$ cat config.mk
export PLATFORM = sky130hd
export DESIGN_NAME = multicycle_ctrl
export DESIGN_NICKNAME = d
export VERILOG_FILES = /design/src/rtl/multicycle_pkg.sv /design/src/rtl/ctrl_decode.sv /design/src/rtl/multicycle_ctrl.sv
export SDC_FILE = /design/constraint.sdc
export NUM_CORES = 1
export LEC_CHECK = 0
export ABC_AREA = 1
export CORE_MARGIN = 3
export CORE_UTILIZATION = 38
export DETAILED_ROUTE_END_ITERATION = 12
export PLACE_DENSITY = 0.74
export SKIP_LAST_GASP = 1
export SLEW_MARGIN = 20
export SYNTH_ARGS = -nofsm -noshare
export SYNTH_HDL_FRONTEND = slang
export SYNTH_HIERARCHICAL = 1
export SYNTH_SLANG_ARGS = --single-unit
$ cat constraint.sdc
create_clock -name clk_i -period 1.2 [get_ports clk_i]
set_input_delay 0.18 -clock clk_i [delete_from_list [all_inputs] [get_ports clk_i]]
set_output_delay 0.18 -clock clk_i [all_outputs]
set_load 0.02 [all_outputs]
$ cat src/rtl/multicycle_pkg.sv
// Shared encodings for the multicycle control FSM: state codes, opcodes and mux/ALU codes.
// MULTICYCLE_ADDI_EN adds the addi states and makes opcode 001000 legal.
package multicycle_pkg;

  typedef enum logic [3:0] {
    FETCH    = 4'd0,
    DECODE   = 4'd1,
    MEM_ADDR = 4'd2,
    MEM_RD   = 4'd3,
    MEM_WB   = 4'd4,
    MEM_WR   = 4'd5,
    EXECUTE  = 4'd6,
    R_WB     = 4'd7,
    BRANCH   = 4'd8,
    JUMP     = 4'd9,
    ADDI_EX  = 4'd10,
    ADDI_WB  = 4'd11
  } state_t;

  localparam logic [5:0] OP_RTYPE = 6'b000000;
  localparam logic [5:0] OP_LW    = 6'b100011;
  localparam logic [5:0] OP_SW    = 6'b101011;
  localparam logic [5:0] OP_BEQ   = 6'b000100;
  localparam logic [5:0] OP_J     = 6'b000010;
  localparam logic [5:0] OP_ADDI  = 6'b001000;

  localparam logic [1:0] ALU_ADD   = 2'b00;
  localparam logic [1:0] ALU_SUB   = 2'b01;
  localparam logic [1:0] ALU_FUNCT = 2'b10;

  localparam logic [1:0] PCS_ALU    = 2'b00;
  localparam logic [1:0] PCS_ALUOUT = 2'b01;
  localparam logic [1:0] PCS_JUMP   = 2'b10;

  localparam logic [1:0] SRCB_REG  = 2'b00;
  localparam logic [1:0] SRCB_FOUR = 2'b01;
  localparam logic [1:0] SRCB_IMM  = 2'b10;
  localparam logic [1:0] SRCB_BOFS = 2'b11;

  function automatic logic opcode_legal(input logic [5:0] op);
    logic ok;
    ok = 1'b0;
    case (op)
      OP_RTYPE, OP_LW, OP_SW, OP_BEQ, OP_J: ok = 1'b1;
`ifdef MULTICYCLE_ADDI_EN
      OP_ADDI: ok = 1'b1;
`endif
      default: ok = 1'b0;
    endcase
    return ok;
  endfunction

endpackage

$ cat src/rtl/ctrl_decode.sv
// Combinational state-to-control decode for multicycle_ctrl (Moore, with FETCH writes gated by mem_ready).
// MULTICYCLE_ADDI_EN enables the ADDI_EX/ADDI_WB decode entries.
module ctrl_decode
  import multicycle_pkg::*;
(
  input  logic [3:0] state_i,
  input  logic [5:0] opcode_i,
  input  logic       mem_ready_i,
  output logic       pc_write_o,
  output logic       pc_write_cond_o,
  output logic       ior_d_o,
  output logic       mem_read_o,
  output logic       mem_write_o,
  output logic       ir_write_o,
  output logic       mem_to_reg_o,
  output logic       reg_dst_o,
  output logic       reg_write_o,
  output logic       alu_src_a_o,
  output logic [1:0] alu_src_b_o,
  output logic [1:0] alu_op_o,
  output logic [1:0] pc_source_o,
  output logic       illegal_o
);

  // Control decode per state; anything not set below stays 0
  always_comb begin
    pc_write_o      = 1'b0;
    pc_write_cond_o = 1'b0;
    ior_d_o         = 1'b0;
    mem_read_o      = 1'b0;
    mem_write_o     = 1'b0;
    ir_write_o      = 1'b0;
    mem_to_reg_o    = 1'b0;
    reg_dst_o       = 1'b0;
    reg_write_o     = 1'b0;
    alu_src_a_o     = 1'b0;
    alu_src_b_o     = SRCB_REG;
    alu_op_o        = ALU_ADD;
    pc_source_o     = PCS_ALU;
    illegal_o       = 1'b0;
    case (state_t'(state_i))
      FETCH: begin
        mem_read_o  = 1'b1;
        alu_src_b_o = SRCB_FOUR;
        ir_write_o  = mem_ready_i;
        pc_write_o  = mem_ready_i;
      end
      DECODE: begin
        alu_src_b_o = SRCB_BOFS;
        illegal_o   = ~opcode_legal(opcode_i);
      end
      MEM_ADDR: begin
        alu_src_a_o = 1'b1;
        alu_src_b_o = SRCB_IMM;
      end
      MEM_RD: begin
        mem_read_o = 1'b1;
        ior_d_o    = 1'b1;
      end
      MEM_WB: begin
        mem_to_reg_o = 1'b1;
        reg_write_o  = 1'b1;
      end
      MEM_WR: begin
        mem_write_o = 1'b1;
        ior_d_o     = 1'b1;
      end
      EXECUTE: begin
        alu_src_a_o = 1'b1;
        alu_op_o    = ALU_FUNCT;
      end
      R_WB: begin
        reg_dst_o   = 1'b1;
        reg_write_o = 1'b1;
      end
      BRANCH: begin
        alu_src_a_o     = 1'b1;
        alu_op_o        = ALU_SUB;
        pc_write_cond_o = 1'b1;
        pc_source_o     = PCS_ALUOUT;
      end
      JUMP: begin
        pc_write_o  = 1'b1;
        pc_source_o = PCS_JUMP;
      end
`ifdef MULTICYCLE_ADDI_EN
      ADDI_EX: begin
        alu_src_a_o = 1'b1;
        alu_src_b_o = SRCB_IMM;
      end
      ADDI_WB: begin
        reg_write_o = 1'b1;
      end
`endif
      default: begin
        illegal_o = 1'b0;
      end
    endcase
  end

endmodule

$ cat src/rtl/multicycle_ctrl.sv
// Multicycle MIPS-style control FSM: state register, next-state logic, reset gating of all outputs.
// MULTICYCLE_ADDI_EN adds the DECODE -> ADDI_EX -> ADDI_WB -> FETCH path for opcode 001000.
module multicycle_ctrl
  import multicycle_pkg::*;
(
  input  logic       clk_i,
  input  logic       rst_n_i,
  input  logic [5:0] opcode_i,
  input  logic       mem_ready_i,
  output logic       pc_write_o,
  output logic       pc_write_cond_o,
  output logic       ior_d_o,
  output logic       mem_read_o,
  output logic       mem_write_o,
  output logic       ir_write_o,
  output logic       mem_to_reg_o,
  output logic       reg_dst_o,
  output logic       reg_write_o,
  output logic       alu_src_a_o,
  output logic [1:0] alu_src_b_o,
  output logic [1:0] alu_op_o,
  output logic [1:0] pc_source_o,
  output logic       illegal_o,
  output logic [3:0] state_o
);

  state_t     state_q, state_d;
  logic       pc_write_s, pc_write_cond_s, ior_d_s, mem_read_s, mem_write_s, ir_write_s;
  logic       mem_to_reg_s, reg_dst_s, reg_write_s, alu_src_a_s, illegal_s;
  logic [1:0] alu_src_b_s, alu_op_s, pc_source_s;

  // Next-state selection; unused codes fall through to FETCH
  always_comb begin
    state_d = FETCH;
    case (state_q)
      FETCH:    state_d = mem_ready_i ? DECODE : FETCH;
      DECODE: begin
        case (opcode_i)
          OP_RTYPE:     state_d = EXECUTE;
          OP_LW, OP_SW: state_d = MEM_ADDR;
          OP_BEQ:       state_d = BRANCH;
          OP_J:         state_d = JUMP;
`ifdef MULTICYCLE_ADDI_EN
          OP_ADDI:      state_d = ADDI_EX;
`endif
          default:      state_d = FETCH;
        endcase
      end
      MEM_ADDR: begin
        if (opcode_i == OP_SW) begin
          state_d = MEM_WR;
        end else if (opcode_i == OP_LW) begin
          state_d = MEM_RD;
        end else begin
          state_d = FETCH;
        end
      end
      MEM_RD:   state_d = mem_ready_i ? MEM_WB : MEM_RD;
      MEM_WB:   state_d = FETCH;
      MEM_WR:   state_d = mem_ready_i ? FETCH : MEM_WR;
      EXECUTE:  state_d = R_WB;
      R_WB:     state_d = FETCH;
      BRANCH:   state_d = FETCH;
      JUMP:     state_d = FETCH;
`ifdef MULTICYCLE_ADDI_EN
      ADDI_EX:  state_d = ADDI_WB;
      ADDI_WB:  state_d = FETCH;
`endif
      default:  state_d = FETCH;
    endcase
  end

  // State register with synchronous active-low reset
  always_ff @(posedge clk_i) begin
    if (!rst_n_i) begin
      state_q <= FETCH;
    end else begin
      state_q <= state_d;
    end
  end

  ctrl_decode u_decode (
    .state_i         (state_q),
    .opcode_i        (opcode_i),
    .mem_ready_i     (mem_ready_i),
    .pc_write_o      (pc_write_s),
    .pc_write_cond_o (pc_write_cond_s),
    .ior_d_o         (ior_d_s),
    .mem_read_o      (mem_read_s),
    .mem_write_o     (mem_write_s),
    .ir_write_o      (ir_write_s),
    .mem_to_reg_o    (mem_to_reg_s),
    .reg_dst_o       (reg_dst_s),
    .reg_write_o     (reg_write_s),
    .alu_src_a_o     (alu_src_a_s),
    .alu_src_b_o     (alu_src_b_s),
    .alu_op_o        (alu_op_s),
    .pc_source_o     (pc_source_s),
    .illegal_o       (illegal_s)
  );

  // Outputs are held at 0 for as long as reset is asserted, not just after the edge
  always_comb begin
    if (!rst_n_i) begin
      pc_write_o      = 1'b0;
      pc_write_cond_o = 1'b0;
      ior_d_o         = 1'b0;
      mem_read_o      = 1'b0;
      mem_write_o     = 1'b0;
      ir_write_o      = 1'b0;
      mem_to_reg_o    = 1'b0;
      reg_dst_o       = 1'b0;
      reg_write_o     = 1'b0;
      alu_src_a_o     = 1'b0;
      alu_src_b_o     = 2'b00;
      alu_op_o        = 2'b00;
      pc_source_o     = 2'b00;
      illegal_o       = 1'b0;
      state_o         = 4'd0;
    end else begin
      pc_write_o      = pc_write_s;
      pc_write_cond_o = pc_write_cond_s;
      ior_d_o         = ior_d_s;
      mem_read_o      = mem_read_s;
      mem_write_o     = mem_write_s;
      ir_write_o      = ir_write_s;
      mem_to_reg_o    = mem_to_reg_s;
      reg_dst_o       = reg_dst_s;
      reg_write_o     = reg_write_s;
      alu_src_a_o     = alu_src_a_s;
      alu_src_b_o     = alu_src_b_s;
      alu_op_o        = alu_op_s;
      pc_source_o     = pc_source_s;
      illegal_o       = illegal_s;
      state_o         = state_q;
    end
  end

endmodule

==> flow_summary_export.csv, run 1 <==
group,metric,value,unit
synthesis,syn_area_per_cell,4.740,um^2
synthesis,synthTopCellsByArea,"nand2_1 22%, inv_1 21%, nor2_1 14%",
finish,fillers,104,
floorplanning,start_util,0.4100,
critical_path,endpoint,"pc_write_o",
flow_run,maxCapViolations,0,
detailed_routing,routed_via_density,4.907,
finish,multi_input_area,611.8,um^2
synthesis,synth_edf_count,0,
sta,hold_violations,0,
critical_path,critPathLaunchType,"register",
synthesis,synth.net_count,160,
sta,maxSlewHeadroom,0.8806,
clocking,clk_path_buf_depth,2,
finish,antennaDiodeCount,0,
clocking,cts_sinks,4,
critical_path,crit_arrival,1340,ps
pwr,leakagePower,0.0008373,uW
clocking,cts_root_buffer,"clkbuf_4",
synthesis,synth_top_area_cell,"nand2_1",
critical_path,cp-startpoint,"state_q[2]$_SDFF_PN0_",
finish,register_area,95.09,um^2
sta,finalClockSkew,5.242,ps
hold_path,hp-class,"in -> reg",
finish,regMostFlops,"state_q",
grt,overflow,0,
detailed_routing,drc_errors,0,
sta,finalWorstSetupSlack,-319.9,ps
critical_path,reg2reg_slack,-150,ps
pwr,ir_worst_vdd,374.7,uV
floorplanning,rows,15,
clocking,htree_num_levels,1,
critical_path,required,1020,ps
finish,final_cells,227,
critical_path,regToRegEndpoint,"state_q[0]$_SDFF_PN0_",
floorplanning,die_area,0.002440,mm^2
finish,final_area,0.001450,mm^2
detailed_routing,drt-pass1-iter-count,4,
clocking,hold_buffers,0,
grt,antenna_found_initial,0,
finish,final_nets,213,
place,dp.cells,217,
detailed_routing,first_iter_violations,33,
detailed_routing,routedWlPerCell,12.63,um
critical_path,cp_max_fo,3,
clocking,clk_latency,250,ps
sta,min_period,1520,ps
grt,grt_pass1_wl,3.795,mm
place,hpwlAfterDp,1.643,mm
detailed_routing,wirelength,2.867,mm
status,violations,"negative setup slack",
sta,rsz0062_at_grt,"yes",
grt,grt_usage,0.1953,
sta,fmax,657.9,MHz
place,place_area,0.001147,mm^2
clocking,path_clk_slew,40,ps
status,status,"finished, violations left",
detailed_routing,ant_nets,0,
synthesis,ys_seq_area_frac,0.1119,
critical_path,timing_worst_setup_path_type,"reg -> out",
finish,largest_register_ffs,4,
place,port_buffers,29,
floorplanning,die_y,49.40,um
synthesis,synth.lib_cells_used.distinct,22,
critical_path,worstSetupEndpointType,"primary output",
finish,drive_above_1_share,0.5198,
synthesis,synth_most_common_cell,"nand2_1",
pwr,power_density,390.2,mW/mm^2
synthesis,synth-async-reset-ratio,0,
synthesis,synth_top_area_share,0.2203,
floorplanning,io_pins,30,
detailed_routing,vias,1114,
sta,period_share,1.267,
floorplanning,dieWidth,49.40,um
floorplanning,core_area,0.001745,mm^2
sta,fin_tns_setup,-4267,ps
grt,grt_max_degree,13,
synthesis,syn-cell-area,715.7,um^2
clocking,cts_tree,"yes",
sta,worst_pin_slew,178.4,ps
critical_path,ff2ff_path_depth,9,
synthesis,synthFlopType,"dfxtp_1",
synthesis,ys_ff_latch,4,
finish,areaGrowthSynthToFinish,102.6,%
critical_path,r2r_start,"state_q[1]$_SDFF_PN0_",
place,gp_congestion,0.8366,
clocking,cts-buffers-inserted,3,
synthesis,syn_inst,151,
synthesis,yosysWarnings,6,
grt,grt_pass1_vias,919,
synthesis,ys_top_cells_by_count,"42 x nand2_1, 40 x inv_1, 27 x nor2_1, 12 x nand3_1",
sta,setup_viol,23,
sta,slew_viol_final,0,
finish,reg.largest.list,"state_q x4",
## final cells by class
type                       count  area share
clock buffer                   3     0.01553
inverter                      41      0.1130
multi-input combinational    102      0.4219
sequential                     4     0.06557
tap                           25     0.02157
timing repair buffer          52      0.3624
## cells by family after synthesis
| group | count (synthesis) | share of synthesized area |
|---|---|---|
| AOI/OAI and AO/OA | 9 | 0.07343 |
| buffers and inverters | 45 | 0.2517 |
| DFF | 4 | 0.1119 |
| and+or+nand+nor | 93 | 0.5629 |
## how the worst min path moves through the flow
stage	startpoint	endpoint	slack, ps	cells after the start
2_1_floorplan	rst_n_i	state_q[3]$_SDFF_PN0_	320	2
4_1_cts	opcode_i[5]	state_q[3]$_SDFF_PN0_	530	5
6_report	opcode_i[5]	state_q[3]$_SDFF_PN0_	530	5
3_3_place_gp	state_q[2]$_SDFF_PN0_	state_q[3]$_SDFF_PN0_	690	4
3_5_place_dp	state_q[2]$_SDFF_PN0_	state_q[3]$_SDFF_PN0_	690	4
5_1_grt	opcode_i[0]	state_q[3]$_SDFF_PN0_	570	5
## placed cells by master (no fill, tap or decap), drive strengths merged, types with 2 or more instances in the layout
| master | count |
|---|---|
| clkbuf | 3 |
| clkdlybuf4s50 | 4 |
| nand2 | 45 |
| nand3 | 12 |
| dlygate4sd2 | 4 |
| nand4 | 2 |
| nor2 | 28 |
| a21oi | 4 |
| o21ai | 3 |
| inv | 41 |
| dfxtp | 4 |
| nand3b | 2 |
| buf | 42 |
| nor3 | 3 |
## stage by stage
step                hold slack, ps  setup slack [ps]  utilization  power (uW)
detailed placement           690.7            -621.5       0.6573       340.4
finish                       528.8            -319.9       0.8308       565.9
CTS                          525.7            -212.5       0.7025       526.3
floorplan                    321.0             16.15            -       235.9
global placement             691.4            -601.1       0.6573       334.8
global route                 573.3            -355.1       0.8308       601.0
## timing repair
item                       in CTS  in global routing
gates resized for setup       131                 60
setup endpoints to repair      23                 25
gates cloned                    1                  0
pin swaps                      12                 15
setup buffers                   2                  5
## report_power, final
part | switching (uW) | internal, uW | leakage [uW]
Sequential | 8.23 | 129 | 0.0000355
Combinational | 131 | 120 | 0.000788
Clock | 65.6 | 113 | 0.0000138
Total | 205 | 361 | 0.000837
## critical path: stages (launching register included)
cell and delay (ps):
dfxtp_4 350, nor2_4 160, buf_6 130, nand2_2 70, o22ai_1 140, nand2_1 60, inv_1 60, buf_6 110
## layer usage
metal	vias to the layer above	part of all wire	GRT usage
li1	550	-	-
met2	60	0.52	0.3638
met5	-	0	0
met3	7	0.058	0.06116
met1	497	0.40	0.2117
met4	0	0.013	0.04608
Power figures use the tool's default switching activity.
==> inputs of run 2 (changes only) <==
--- a/config.mk
+++ b/config.mk
@@ -7,9 +7,9 @@
 export LEC_CHECK = 0
 export ABC_AREA = 1
 export CORE_MARGIN = 3
-export CORE_UTILIZATION = 38
+export CORE_UTILIZATION = 30
 export DETAILED_ROUTE_END_ITERATION = 12
-export PLACE_DENSITY = 0.74
+export PLACE_DENSITY = 0.59
 export SKIP_LAST_GASP = 1
 export SLEW_MARGIN = 20
 export SYNTH_ARGS = -nofsm -noshare
==> constraint.sdc (replaced) <==
create_clock -name clk_i -period 1.5 [get_ports clk_i]
set_input_delay 0.225 -clock clk_i [delete_from_list [all_inputs] [get_ports clk_i]]
set_output_delay 0.225 -clock clk_i [all_outputs]
set_load 0.02 [all_outputs]
==> run 2 against run 1 <==
Against the previous run: the flow now finishes without violations; die area is 23% higher; cell area decreased by 16%; sequential share of layout area is 1.0 points higher; worst hold slack worse by 94 ps.
==> flow_summary_export.csv, run 2 (synthesis gave the netlist of run 1 again) <==
group,metric,value,unit
status,status,"finished clean",
sta,hold_violations,0,
finish,drive_above_1_share,0.3249,
flow_run,maxCapViolations,0,
critical_path,ff2ff_path_depth,8,
floorplanning,core_area,0.002233,mm^2
clocking,cts-buffers-inserted,3,
detailed_routing,vias,962,
clocking,cts_tree,"yes",
finish,largest_register_ffs,4,
detailed_routing,drt-pass1-iter-count,4,
sta,rsz0062_at_grt,"yes",
floorplanning,dieWidth,54.84,um
sta,fin_tns_setup,0,ps
grt,overflow,0,
clocking,htree_num_levels,1,
grt,grt_pass1_wl,3.056,mm
pwr,pwr-share-comb,0.403,
detailed_routing,routed_via_density,4.276,
detailed_routing,drc_errors,0,
place,hpwlAfterDp,1.624,mm
floorplanning,die_y,54.84,um
floorplanning,rows,17,
sta,finalWorstSetupSlack,40.57,ps
detailed_routing,ant_nets,0,
sta,period_share,0.9730,
critical_path,timing_worst_setup_path_type,"reg -> out",
finish,fillers,229,
sta,fmax,685.2,MHz
finish,final_nets,208,
hold_path,hold_path_depth,5,
sta,maxSlewHeadroom,0.8357,
finish,final_common_cell,"nand2_1",
pwr,seq_power_share,0.266,
critical_path,crit_slowest_cell,"dfxtp_4",
clocking,cts_setup_buffers,0,
sta,min_period,1459,ps
grt,grt_pass1_vias,837,
sta,setup_viol,0,
clocking,cts_sinks,4,
critical_path,cp_num_buf_inv,3,
clocking,path_clk_slew,40,ps
sta,finalClockSkew,7.444,ps
clocking,cts_root_buffer,"clkbuf_4",
finish,regMostFlops,"state_q",
critical_path,crit_arrival,1230,ps
sta,slew_viol_final,0,
critical_path,cp_max_fo,6,
sta,fin_hold_ws,435.1,ps
critical_path,slowest_delay,360,ps
finish,register_area,92.59,um^2
place,port_buffers,29,
floorplanning,start_util,0.3204,
clocking,clk_path_buf_depth,2,
pwr,ir_worst_vdd,249.8,uV
pwr,p_int,270.8,uW
floorplanning,io_pins,30,
pwr,switchingPower,133.2,uW
floorplanning,die_area,0.003007,mm^2
grt,grt_usage,0.1409,
pwr,p_total,404.0,uW
detailed_routing,wirelength,2.115,mm
finish,antennaDiodeCount,0,
critical_path,path_delay_family,"simple AND/OR/NAND/NOR gates",
detailed_routing,routedWlPerCell,9.400,um
grt,antenna_found_initial,0,
hold_path,min_from,"opcode_i[3]",
place,gp_congestion,0.8110,
critical_path,worstPathCellList,"inv_2, or2_4, nor3_2, nand2_1, inv_1, buf_4",
pwr,leakagePower,0.0008414,uW
hold_path,hp-class,"in -> reg",
finish,multi_input_area,490.5,um^2
place,pre_cts_slack,-412.7,ps
sta,worst_pin_slew,245.6,ps
clocking,clk_latency,240,ps
clocking,hold_buffers,0,
critical_path,cp-startpoint,"state_q[2]$_SDFF_PN0_",
critical_path,cp_num_cells,6,
critical_path,worstSetupEndpointType,"primary output",
pwr,p_sw_frac,0.3297,
finish,areaGrowthSynthToFinish,70.63,%
pwr,power_frac_clock,0.331,
grt,grt_max_degree,24,
critical_path,required,1270,ps
finish,final_cell_mix,"40 x nand2_1, 38 x inv_1, 24 x nor2_1",
critical_path,r2r_start,"state_q[0]$_SDFF_PN0_",
detailed_routing,first_iter_violations,13,
critical_path,critPathLaunchType,"register",
pwr,power_density,330.8,mW/mm^2
finish,reg.largest.list,"state_q x4",
run 2: changes by cell type in the layout (fill, tap and decap cells not counted), sizes merged, moves of 3 or more:
| cell | change |
|---|---|
| buf | -8 |
| clkdlybuf4s50 | -3 |
| dlymetal6s2s | +7 |
| dlygate4sd2 | -4 |
| clkdlybuf4s15 | +3 |
run 2: final cells by class:
class                      instances  area share
clock buffer                       3     0.01844
inverter                          41      0.1260
timing repair buffer              47      0.3494
sequential                         4     0.07582
tap                               28     0.02869
multi-input combinational        102      0.4016
run 2: worst paths after layout:
kind                      endpoint  slack, ps
max                   mem_to_reg_o         40
min          state_q[3]$_SDFF_PN0_        440
min reg2reg  state_q[3]$_SDFF_PN0_        710
max reg2reg  state_q[1]$_SDFF_PN0_        270
run 2: repair_timing:
action / 4_1_cts / 5_1_grt
gates resized for setup: 85 / 33
pin swaps: 0 / 6
setup endpoints to repair: 21 / 18
endpoints found under the hold margin: 0 / 0
gates cloned: 0 / 1
run 2: power groups by stage:
stage / Sequential [uW] / Combinational (uW) / Clock (uW)
2_1_floorplan: 115 / 72.8 / 0
3_5_place_dp: 113 / 159 / 0
5_1_grt: 108 / 180 / 142
3_3_place_gp: 113 / 157 / 0
6_report: 107 / 163 / 134
4_1_cts: 111 / 153 / 140
run 2: worst min-delay path, cell delays in order:
cell            delay, ps
dlymetal6s2s_1        110
buf_4                 120
nor2_1                 40
nand4_1                70
a21oi_1                60
run 2: layer usage:
layer,part of all wire,global-route usage,vias up,wire length [um]
li1,-,-,536,-
met1,0.43,0.1392,404,909
met2,0.50,0.2717,20,1068
met3,0.058,0.02452,2,123
met4,0.0061,0.07469,0,13
met5,0,0,-,0
run 2: through the flow:
stage / instances / cell area, um^2 / util
6_report: 225 / 1221 / 0.5468
5_1_grt: 225 / 1221 / 0.5468
4_1_cts: 224 / 1151 / 0.5154
3_5_place_dp: 221 / 1155 / 0.5171
3_3_place_gp: 221 / 1155 / 0.5171
2_1_floorplan: 151 / 715.7 / -
==> inputs of run 3 (changes only) <==
==> constraint.sdc (replaced) <==
create_clock -name clk_i -period 1.4 [get_ports clk_i]
set_input_delay 0.21 -clock clk_i [delete_from_list [all_inputs] [get_ports clk_i]]
set_output_delay 0.21 -clock clk_i [all_outputs]
set_load 0.02 [all_outputs]
==> run 3 against run 2 <==
Against the previous run: the run now ends with negative setup slack left; clock power grew 5%; wire length down 0.52%; cell area grew 4.4%; sequential cell count stayed put; worst setup slack lost 98 ps; register-to-register slack got worse by 210 ps; largest cell class unchanged; clock skew fell by 2.7 ps.
==> flow_summary_export.csv, run 3 (synthesis gave the netlist of run 1 again) <==
group,metric,value,unit
pwr,leakagePower,0.0008102,uW
clocking,hold_buffers,0,
critical_path,ff2ff_path_depth,9,
floorplanning,die_area,0.003007,mm^2
sta,worst_pin_slew,247.1,ps
finish,final_nets,209,
detailed_routing,routedWlPerCell,9.310,um
clocking,cts-buffers-inserted,3,
critical_path,regToRegEndpoint,"state_q[0]$_SDFF_PN0_",
grt,grt_max_degree,13,
clocking,cts_tree,"yes",
floorplanning,io_pins,30,
finish,largest_register_ffs,4,
sta,rsz0062_at_grt,"yes",
finish,final_area,0.001275,mm^2
critical_path,cp_max_fo,6,
grt,grt_pass1_vias,856,
detailed_routing,first_iter_violations,11,
finish,antennaDiodeCount,0,
clocking,cts_sinks,4,
pwr,power_density,344.9,mW/mm^2
critical_path,endpoint,"reg_dst_o",
flow_run,maxCapViolations,0,
finish,multi_input_area,524.3,um^2
critical_path,worstSetupEndpointType,"primary output",
place,pre_cts_slack,-482.7,ps
finish,final_cells,226,
pwr,p_total,439.8,uW
finish,areaGrowthSynthToFinish,78.15,%
detailed_routing,ant_nets,0,
grt,grt_usage,0.1487,
finish,drive_above_1_share,0.3485,
status,violations,"negative setup slack",
finish,fillers,230,
grt,overflow,0,
floorplanning,dieWidth,54.84,um
grt,grt_pass1_wl,3.194,mm
critical_path,reg2reg_slack,60,ps
critical_path,crit_arrival,1250,ps
clocking,clk_latency,230,ps
sta,period_share,1.041,
clocking,path_clk_slew,40,ps
status,status,"finished, violations left",
sta,hold_violations,0,
critical_path,cp-startpoint,"state_q[2]$_SDFF_PN0_",
floorplanning,start_util,0.3204,
sta,maxSlewHeadroom,0.8346,
finish,regMostFlops,"state_q",
grt,antenna_found_initial,0,
sta,fmax,686.0,MHz
place,place_area,0.001155,mm^2
sta,finalWorstSetupSlack,-57.81,ps
place,hpwlAfterDp,1.624,mm
sta,setup_viol,8,
sta,min_period,1458,ps
floorplanning,rows,17,
detailed_routing,drt-pass1-iter-count,4,
clocking,clk_path_buf_depth,2,
place,dp.cells,221,
clocking,cts_root_buffer,"clkbuf_4",
pwr,ir_worst_vdd,225.6,uV
place,port_buffers,29,
floorplanning,core_area,0.002233,mm^2
detailed_routing,vias,984,
detailed_routing,wirelength,2.104,mm
sta,slew_viol_final,0,
sta,fin_tns_setup,-327.7,ps
finish,final_cell_mix,"40 x nand2_1, 34 x inv_1, 24 x nor2_1, 24 x buf_4, 11 x nand3_1",
place,gp_congestion,0.8110,
critical_path,required,1190,ps
finish,reg.largest.list,"state_q x4",
finish,register_area,95.09,um^2
critical_path,timing_worst_setup_path_type,"reg -> out",
finish,final_common_cell,"nand2_1",
hold_path,hp-class,"in -> reg",
critical_path,r2r_start,"state_q[2]$_SDFF_PN0_",
detailed_routing,routed_via_density,4.354,
floorplanning,die_y,54.84,um
detailed_routing,drc_errors,0,
critical_path,critPathLaunchType,"register",
sta,finalClockSkew,4.788,ps
clocking,htree_num_levels,1,
## run 3: cell types whose count changed in the layout (fill, tap and decap cells not counted), moves of 4 or more
cell,delta
buf_6,+7
inv_1,-4
clkdlybuf4s15_2,-4
dlymetal6s2s_1,-7
dlygate4sd2_1,+7
buf_2,-8
## run 3: metrics by stage
| step | utilization | hold WS, ps |
|---|---|---|
| 2_1_floorplan | - | 351.0 |
| 6_report | 0.5709 | 522.8 |
| 3_5_place_dp | 0.5171 | 710.7 |
| 3_3_place_gp | 0.5171 | 704.7 |
| 5_1_grt | 0.5709 | 558.6 |
| 4_1_cts | 0.5317 | 518.1 |
## run 3: layout make-up
cell class | instances | area share
timing repair buffer | 48 | 0.3464
inverter | 41 | 0.1227
multi-input combinational | 102 | 0.4112
sequential | 4 | 0.07458
tap | 28 | 0.02748
clock buffer | 3 | 0.01766
## run 3: worst min-delay path by stage
stage | from | slack, ps | endpoint | cells after the start
after detailed placement | state_q[2]$_SDFF_PN0_ | 710 | state_q[3]$_SDFF_PN0_ | 4
final | opcode_i[3] | 520 | state_q[3]$_SDFF_PN0_ | 5
after floorplan | rst_n_i | 350 | state_q[3]$_SDFF_PN0_ | 2
after global routing | opcode_i[3] | 560 | state_q[3]$_SDFF_PN0_ | 5
after global placement | state_q[2]$_SDFF_PN0_ | 700 | state_q[3]$_SDFF_PN0_ | 4
after CTS | opcode_i[3] | 520 | state_q[3]$_SDFF_PN0_ | 5
## run 3: per-layer routing
layer	GRT usage	up-vias	wire (um)
met4	0.07469	0	13
met1	0.1489	418	883
met2	0.2874	24	1084
li1	-	540	-
met3	0.02452	2	123
met5	0	-	0
## run 3: worst max-delay path: stages, from the launching register on
cell     delay [ps]
dfxtp_4         360
inv_2            40
or2_4           280
nor3_2          100
nand2_1          60
inv_1            60
buf_6           110
## run 3: what timing repair did
item / in CTS / in global routing
pin swaps: 3 / 3
cloned: 1 / 0
gates resized for setup: 108 / 37
setup buffers: 1 / 0
endpoints found under the setup margin: 21 / 20
## run 3: where the power goes
| group | switching (uW) | leakage [uW] | internal [uW] |
|---|---|---|---|
| combinational | 92.8 | 0.000761 | 89.5 |
| clock | 44.9 | 0.0000138 | 95.7 |
| sequential | 6.15 | 0.0000355 | 111 |
